==> src/rtl/song_sequencer_pkg.sv <==
// Shared constants for the song sequencer: mode codes, ROM word layout, FSM states.
// Optional build macro used by the sequencer: LOOP_EN (replay from index 0 on end marker).
package song_sequencer_pkg;

  localparam logic [2:0] MODE_AUTO = 3'b011;
  localparam logic [2:0] MODE_MAN  = 3'b001;
  localparam logic [2:0] MODE_LRN  = 3'b111;

  localparam logic [7:0] END_MARKER = 8'h00;

  // ROM word: {note[7:3], dur[2:0]}
  localparam int NOTE_MSB = 7;
  localparam int NOTE_LSB = 3;
  localparam int DUR_MSB  = 2;
  localparam int DUR_LSB  = 0;

  typedef enum logic [2:0] {
    ST_IDLE    = 3'd0,
    ST_FETCH   = 3'd1,
    ST_DECODE  = 3'd2,
    ST_PLAY    = 3'd3,
    ST_GAP     = 3'd4,
    ST_WAITKEY = 3'd5,
    ST_DONE    = 3'd6
  } state_t;

  // Counter must hold the longest note (7 beats) as well as the inter-note gap.
  function automatic int cnt_width(input int beat, input int gap);
    int hi;
    hi = (7 * beat > gap) ? 7 * beat : gap;
    return $clog2(hi + 1);
  endfunction

endpackage

==> src/rtl/song_sequencer_beat_timer.sv <==
// Loadable down-counter shared by note and gap timing; expire fires on the last enabled count.
module song_sequencer_beat_timer #(
  parameter int CNT_W = 8
) (
  input  logic             clk,
  input  logic             rst_n,
  input  logic             load,
  input  logic [CNT_W-1:0] load_val,
  input  logic             en,
  output logic             expire
);

  logic [CNT_W-1:0] cnt_q, cnt_d;

  always_comb begin
    cnt_d = cnt_q;
    if (load) cnt_d = load_val;
    else if (en && cnt_q != '0) cnt_d = cnt_q - CNT_W'(1);
  end

  always_ff @(posedge clk or negedge rst_n) begin
    if (!rst_n) cnt_q <= '0;
    else        cnt_q <= cnt_d;
  end

  assign expire = en && (cnt_q == CNT_W'(1));

endmodule

==> src/rtl/song_sequencer.sv <==
// Song sequencer: walks the song ROM in auto (timed) or learning (key-gated) mode.
// Build macro LOOP_EN: end marker restarts the song at index 0 instead of parking in DONE.
module song_sequencer
  import song_sequencer_pkg::*;
#(
  parameter int BEAT_TICKS = 25_000_000,
  parameter int GAP_TICKS  = 2_500_000,
  parameter int IDX_W      = 8
) (
  input  logic             clk,
  input  logic             rst_n,
  input  logic [2:0]       mode,
  input  logic             pause,
  input  logic [1:0]       song_num,
  input  logic             key_valid,
  input  logic [4:0]       key_note,
  output logic [IDX_W+1:0] rom_addr,
  input  logic [7:0]       rom_data,
  output logic [4:0]       note_out,
  output logic [4:0]       expect_note,
  output logic             hit,
  output logic             song_done,
  output state_t           dbg_state
);

  localparam int CNT_W = cnt_width(BEAT_TICKS, GAP_TICKS);
  localparam logic [CNT_W-1:0] BEAT_C = CNT_W'(BEAT_TICKS);
  localparam logic [CNT_W-1:0] GAP_C  = CNT_W'(GAP_TICKS);

  state_t           state_q, state_d;
  logic [1:0]       song_q, song_d;
  logic [IDX_W-1:0] idx_q, idx_d;
  logic [IDX_W+1:0] rom_addr_q, rom_addr_d;
  logic [4:0]       note_q, note_d;
  logic [4:0]       note_out_q, note_out_d;
  logic [4:0]       expect_q, expect_d;
  logic             hit_q, hit_d;
  logic             done_q, done_d;

  logic             tmr_load, tmr_en, tmr_expire;
  logic [CNT_W-1:0] tmr_val;
  logic             go_next;

  logic             mode_auto, mode_lrn, run_mode;
  logic [4:0]       rom_note;
  logic [2:0]       rom_dur, dur_eff;

  assign mode_auto = (mode == MODE_AUTO);
  assign mode_lrn  = (mode == MODE_LRN);
  assign run_mode  = mode_auto || mode_lrn;
  assign rom_note  = rom_data[NOTE_MSB:NOTE_LSB];
  assign rom_dur   = rom_data[DUR_MSB:DUR_LSB];
  assign dur_eff   = (rom_dur == 3'd0) ? 3'd1 : rom_dur;
  assign tmr_en    = !(mode_auto && pause);

  song_sequencer_beat_timer #(.CNT_W(CNT_W)) u_timer (
    .clk      (clk),
    .rst_n    (rst_n),
    .load     (tmr_load),
    .load_val (tmr_val),
    .en       (tmr_en),
    .expire   (tmr_expire)
  );

  always_comb begin
    state_d    = state_q;
    song_d     = song_q;
    idx_d      = idx_q;
    rom_addr_d = rom_addr_q;
    note_d     = note_q;
    note_out_d = note_out_q;
    expect_d   = expect_q;
    hit_d      = 1'b0;
    done_d     = 1'b0;
    tmr_load   = 1'b0;
    tmr_val    = '0;
    go_next    = 1'b0;

    if (state_q != ST_IDLE && !run_mode) begin
      state_d    = ST_IDLE;
      idx_d      = '0;
      rom_addr_d = '0;
      note_out_d = '0;
      expect_d   = '0;
    end else if (state_q != ST_IDLE && song_num != song_q) begin
      // A new song wins over any timer expiry or key hit in the same cycle.
      state_d    = ST_FETCH;
      song_d     = song_num;
      idx_d      = '0;
      rom_addr_d = {song_num, {IDX_W{1'b0}}};
      note_out_d = '0;
      expect_d   = '0;
    end else begin
      case (state_q)
        ST_IDLE: begin
          if ((mode_auto && !pause) || mode_lrn) begin
            state_d    = ST_FETCH;
            song_d     = song_num;
            idx_d      = '0;
            rom_addr_d = {song_num, {IDX_W{1'b0}}};
          end
        end
        ST_FETCH: state_d = ST_DECODE;
        ST_DECODE: begin
          if (rom_data == END_MARKER) begin
            done_d = 1'b1;
`ifdef LOOP_EN
            state_d    = ST_FETCH;
            idx_d      = '0;
            rom_addr_d = {song_q, {IDX_W{1'b0}}};
`else
            state_d = ST_DONE;
`endif
          end else begin
            note_d = rom_note;
            if (mode_lrn) begin
              if (rom_note == 5'd0) begin
                go_next = 1'b1;
              end else begin
                state_d  = ST_WAITKEY;
                expect_d = rom_note;
              end
            end else begin
              state_d    = ST_PLAY;
              note_out_d = rom_note;
              tmr_load   = 1'b1;
              tmr_val    = CNT_W'(dur_eff) * BEAT_C;
            end
          end
        end
        ST_PLAY: begin
          if (tmr_expire) begin
            state_d    = ST_GAP;
            note_out_d = '0;
            tmr_load   = 1'b1;
            tmr_val    = GAP_C;
          end
        end
        ST_GAP: if (tmr_expire) go_next = 1'b1;
        ST_WAITKEY: begin
          if (key_valid && key_note == expect_q) begin
            hit_d      = 1'b1;
            state_d    = ST_PLAY;
            note_out_d = note_q;
            expect_d   = '0;
            tmr_load   = 1'b1;
            tmr_val    = BEAT_C;
          end
        end
        ST_DONE: state_d = ST_DONE;
        default: state_d = ST_IDLE;
      endcase

      // Step to the next word, or stop if the index space is exhausted without a marker.
      if (go_next) begin
        if (idx_q == {IDX_W{1'b1}}) begin
          state_d = ST_DONE;
        end else begin
          state_d    = ST_FETCH;
          idx_d      = idx_q + IDX_W'(1);
          rom_addr_d = {song_q, idx_q + IDX_W'(1)};
        end
      end
    end
  end

  always_ff @(posedge clk or negedge rst_n) begin
    if (!rst_n) begin
      state_q    <= ST_IDLE;
      song_q     <= '0;
      idx_q      <= '0;
      rom_addr_q <= '0;
      note_q     <= '0;
      note_out_q <= '0;
      expect_q   <= '0;
      hit_q      <= 1'b0;
      done_q     <= 1'b0;
    end else begin
      state_q    <= state_d;
      song_q     <= song_d;
      idx_q      <= idx_d;
      rom_addr_q <= rom_addr_d;
      note_q     <= note_d;
      note_out_q <= note_out_d;
      expect_q   <= expect_d;
      hit_q      <= hit_d;
      done_q     <= done_d;
    end
  end

  assign rom_addr    = rom_addr_q;
  assign note_out    = (mode_auto && pause) ? 5'd0 : note_out_q;
  assign expect_note = expect_q;
  assign hit         = hit_q;
  assign song_done   = done_q;
  assign dbg_state   = state_q;

endmodule

==> config.mk <==
export PLATFORM = sky130hd
export DESIGN_NAME = song_sequencer
export DESIGN_NICKNAME = d
export VERILOG_FILES = /design/src/rtl/song_sequencer_pkg.sv /design/src/rtl/song_sequencer_beat_timer.sv /design/src/rtl/song_sequencer.sv
export SDC_FILE = /design/constraint.sdc
export NUM_CORES = 1
export LEC_CHECK = 0
export ABC_AREA = 1
export CORE_ASPECT_RATIO = 1.2
export CORE_MARGIN = 3
export CORE_UTILIZATION = 55
export DETAILED_ROUTE_END_ITERATION = 7
export DONT_BUFFER_PORTS = 1
export MAX_ROUTING_LAYER = met4
export PLACE_DENSITY = 0.7
export SLEW_MARGIN = 20
export SYNTH_ARGS = -nofsm -noshare
export SYNTH_HDL_FRONTEND = slang
export SYNTH_SLANG_ARGS = --single-unit
==> constraint.sdc <==
create_clock -name clk -period 4.81 [get_ports clk]
set_clock_uncertainty 0.2 [all_clocks]
set_input_delay 0.481 -clock clk [delete_from_list [all_inputs] [get_ports clk]]
set_output_delay 0.481 -clock clk [all_outputs]
set_load 0.01 [all_outputs]
==> results.cfg <==
[place]
portBuffers = 0
place.gp.congestion = 0.995
dp_slack_ns = 1.82
place_hpwl_um = 10200

[global_routing]
grt_pass1_wl_um = 23700
track_usage = 0.286
grt_max_degree = 69
grt-ovfl-total = 0
first_global_vias = 4968
grt_antenna_before_repair = 0

[sta]
finalSetupViolCount = 0
slew_violations = 0
worst_slack_ns = 1.99
max_slew.worst_pin.slew_ns = 0.839
period_needed_ns = 2.82
finalSetupTns_ns = 0
fin_crit_sh = 0.586
max-slew-margin-rel = 0.441
fmax_ghz = 0.355
final_hold_viol_count = 0
rsz0062_at_grt = no

[yosys]
ys.flop_type = dfrtp_1
synth_edf_count = 0
async_reset_ff_frac = 1.00
syn_nets = 824
avgSynthCellArea_sq_um = 6.64
synth_area_sq_mm = 0.00524
syn_inst = 790
yosys_warnings = 0
synth_cell_types = 40
synth_seq_cells = 68
yosysSeqAreaShare = 0.325

[routing]
via_count = 4999
drt_iter0_drc = 394
viasPerCell = 5.49
finalWirelength_um = 14000
ant_nets = 0
firstDrtPassIters = 5
routedWlPerCell_um = 15.4
remaining_drc_errors = 0

[clock_network]
clockBufferDepth = 2
clock_sinks = 68
cts_tree = built
clkTransAtPathRegs_ns = 0.08
clock_latency_ns = 0.36
htree_levels = 3
root_buffer = clkbuf_8
cts_setup_buffers = 0
numCtsBuffers = 9

[critical_path]
worstSetupStartpointType = flip-flop
cp.arrival_ns = 2.87
critPathKind = flip-flop to flip-flop
cp.required_ns = 4.86
critPathMaxFanout = 11
end_kind = flip-flop

[cells_and_area]
nets = 820
fill_cells = 835
fin_util = 0.606
syn_to_final_growth_pct = 6.04
diodes = 0
layout-drive-gt1-share = 0.0910
final_common_cell = nand2_1
layout_common_cells = nand2_1, nor2_1, inv_1

[pwr]
leakage_nw = 2.95
powerDensity_mw_per_mm2 = 526
p_sw_mw = 1.34
ir_drop_mv = 0.207
pwr-share-comb = 0.460
internal_power_mw = 1.58
pwr-share-clk = 0.210
p_seq_frac = 0.330
p_sw_frac = 0.459

[min_path]
hold_class = input port to flip-flop

[floorplan]
placementRows = 38
coreArea_sq_mm = 0.00918
die-width_um = 95.1
fp.dieArea_sq_mm = 0.0107
die_h_um = 113
start_util = 0.571
ios = 47

[run_status]
status = completed

[flow_run]
maxCapViolCount = 0
cells in the mapped netlist, types with 2 or more instances:
library cell / instances / area [sq um]
a21boi_0: 6 / 45.0
a21boi_1: 5 / 37.5
a21oi_1: 22 / 110
buf_2: 4 / 20.0
buf_4: 2 / 15.0
buf_6: 7 / 78.8
clkbuf_1: 4 / 15.0
dfrtp_1: 68 / 1700
ha_1: 11 / 138
inv_1: 87 / 327
inv_2: 8 / 30.0
inv_4: 2 / 12.5
nand2_1: 246 / 923
nand2_2: 11 / 68.8
nand2_4: 5 / 56.3
nand3_1: 75 / 375
nand3_2: 4 / 40.0
nand3b_1: 5 / 37.5
nand4_1: 10 / 62.6
nor2_1: 93 / 349
nor2_2: 11 / 68.8
nor2_4: 5 / 56.3
nor3_1: 9 / 45.0
o211ai_1: 2 / 15.0
o21ai_0: 42 / 210
o21ai_1: 3 / 15.0
o22ai_1: 5 / 31.3
or2_2: 3 / 18.8
xnor2_1: 9 / 78.8
xor2_1: 16 / 140
final timing paths:
path,startpoint,to,slack [ns],cells after the start
worst max register to register,dbg_state[1]$_DFFE_PN0P_,u_timer.cnt_q[27]$_DFFE_PN0P_,1.99,10
max in group asynchronous,rst_n,u_timer.cnt_q[13]$_DFFE_PN0P_,3.64,2
min in group asynchronous,rst_n,expect_note[4]$_DFFE_PN0P_,0.49,2
worst min-delay path,rom_data[3],note_q[0]$_DFFE_PN0P_,0.04,2
worst max-delay path,dbg_state[1]$_DFFE_PN0P_,u_timer.cnt_q[27]$_DFFE_PN0P_,1.99,10
worst min register to register,u_timer.cnt_q[1]$_DFFE_PN0P_,u_timer.cnt_q[1]$_DFFE_PN0P_,0.31,2
cell type report:
cell class	count	area [sq um]	share of cell area
Clock inverter	5	106	0.0191
Sequential cell	68	1700	0.306
Multi-Input combinational cell	607	3040	0.547
Clock buffer	11	151	0.0272
Timing Repair Buffer	2	37.5	0.00675
Tap cell	120	150	0.0270
Inverter	98	373	0.0671
power groups by stage:
stage	combinational, mW	sequential [mW]	clock [mW]
floorplan	1.09	0.919	0
global placement	1.29	0.969	0
detailed placement	1.30	0.972	0
CTS	1.33	0.963	0.622
global route	1.54	0.991	0.655
finish	1.35	0.966	0.615
worst max-delay path, cell delays in order (launching register included):
cell     delay [ns]
dfrtp_1        0.48
inv_1          0.15
nand2_1        0.10
nor2_2         0.17
nand4_1        0.54
nand2_1        0.23
nand2_1        0.13
nand2_1        0.43
nand2_1        0.12
nand3_1        0.10
nand2_1        0.06
stage by stage:
step	hold WS (ns)	total power, mW	std cells	area, sq um
after floorplan	-0.0146	2.01	790	5240
after CTS	0.0344	2.92	911	5560
after detailed placement	-0.0129	2.28	893	5270
after global placement	-0.0132	2.26	893	5270
final	0.0368	2.93	911	5560
after global routing	0.0350	3.19	911	5560
per-layer routing:
metal / vias to the layer above / global-route usage / part of all wire
met4: 0 / 0.108 / 0.022
met1: 2307 / 0.350 / 0.43
met3: 28 / 0.0492 / 0.057
li1: 2490 / - / -
met5: - / - / 0
met2: 174 / 0.468 / 0.49
flip-flops by register name, indices dropped and copies added (netlist names):
signal,cells
note_q,5
note_out_q,5
song_q,2
dbg_state,3
song_done,1
expect_note,5
idx_q,8
hit,1
rom_addr,10
u_timer.cnt_q,28
repair_timing:
action                                 in CTS  in global routing
hold buffers                                2                  0
endpoints found under the hold margin      68                  0
resized for setup                           0                  0
cells by family (layout without fill, tap and decap cells):
| logic type | Yosys count | in the layout | share of synthesized area |
|---|---|---|---|
| simple gates | 480 | 480 | 0.408 |
| compound gates | 90 | 90 | 0.0995 |
| xor+xnor | 25 | 25 | 0.0418 |
| fa+ha+maj | 12 | 12 | 0.0301 |
| buf+inv | 115 | 116 | 0.0957 |
| flops | 68 | 68 | 0.325 |
No activity file was read; power rests on OpenSTA's default activity.
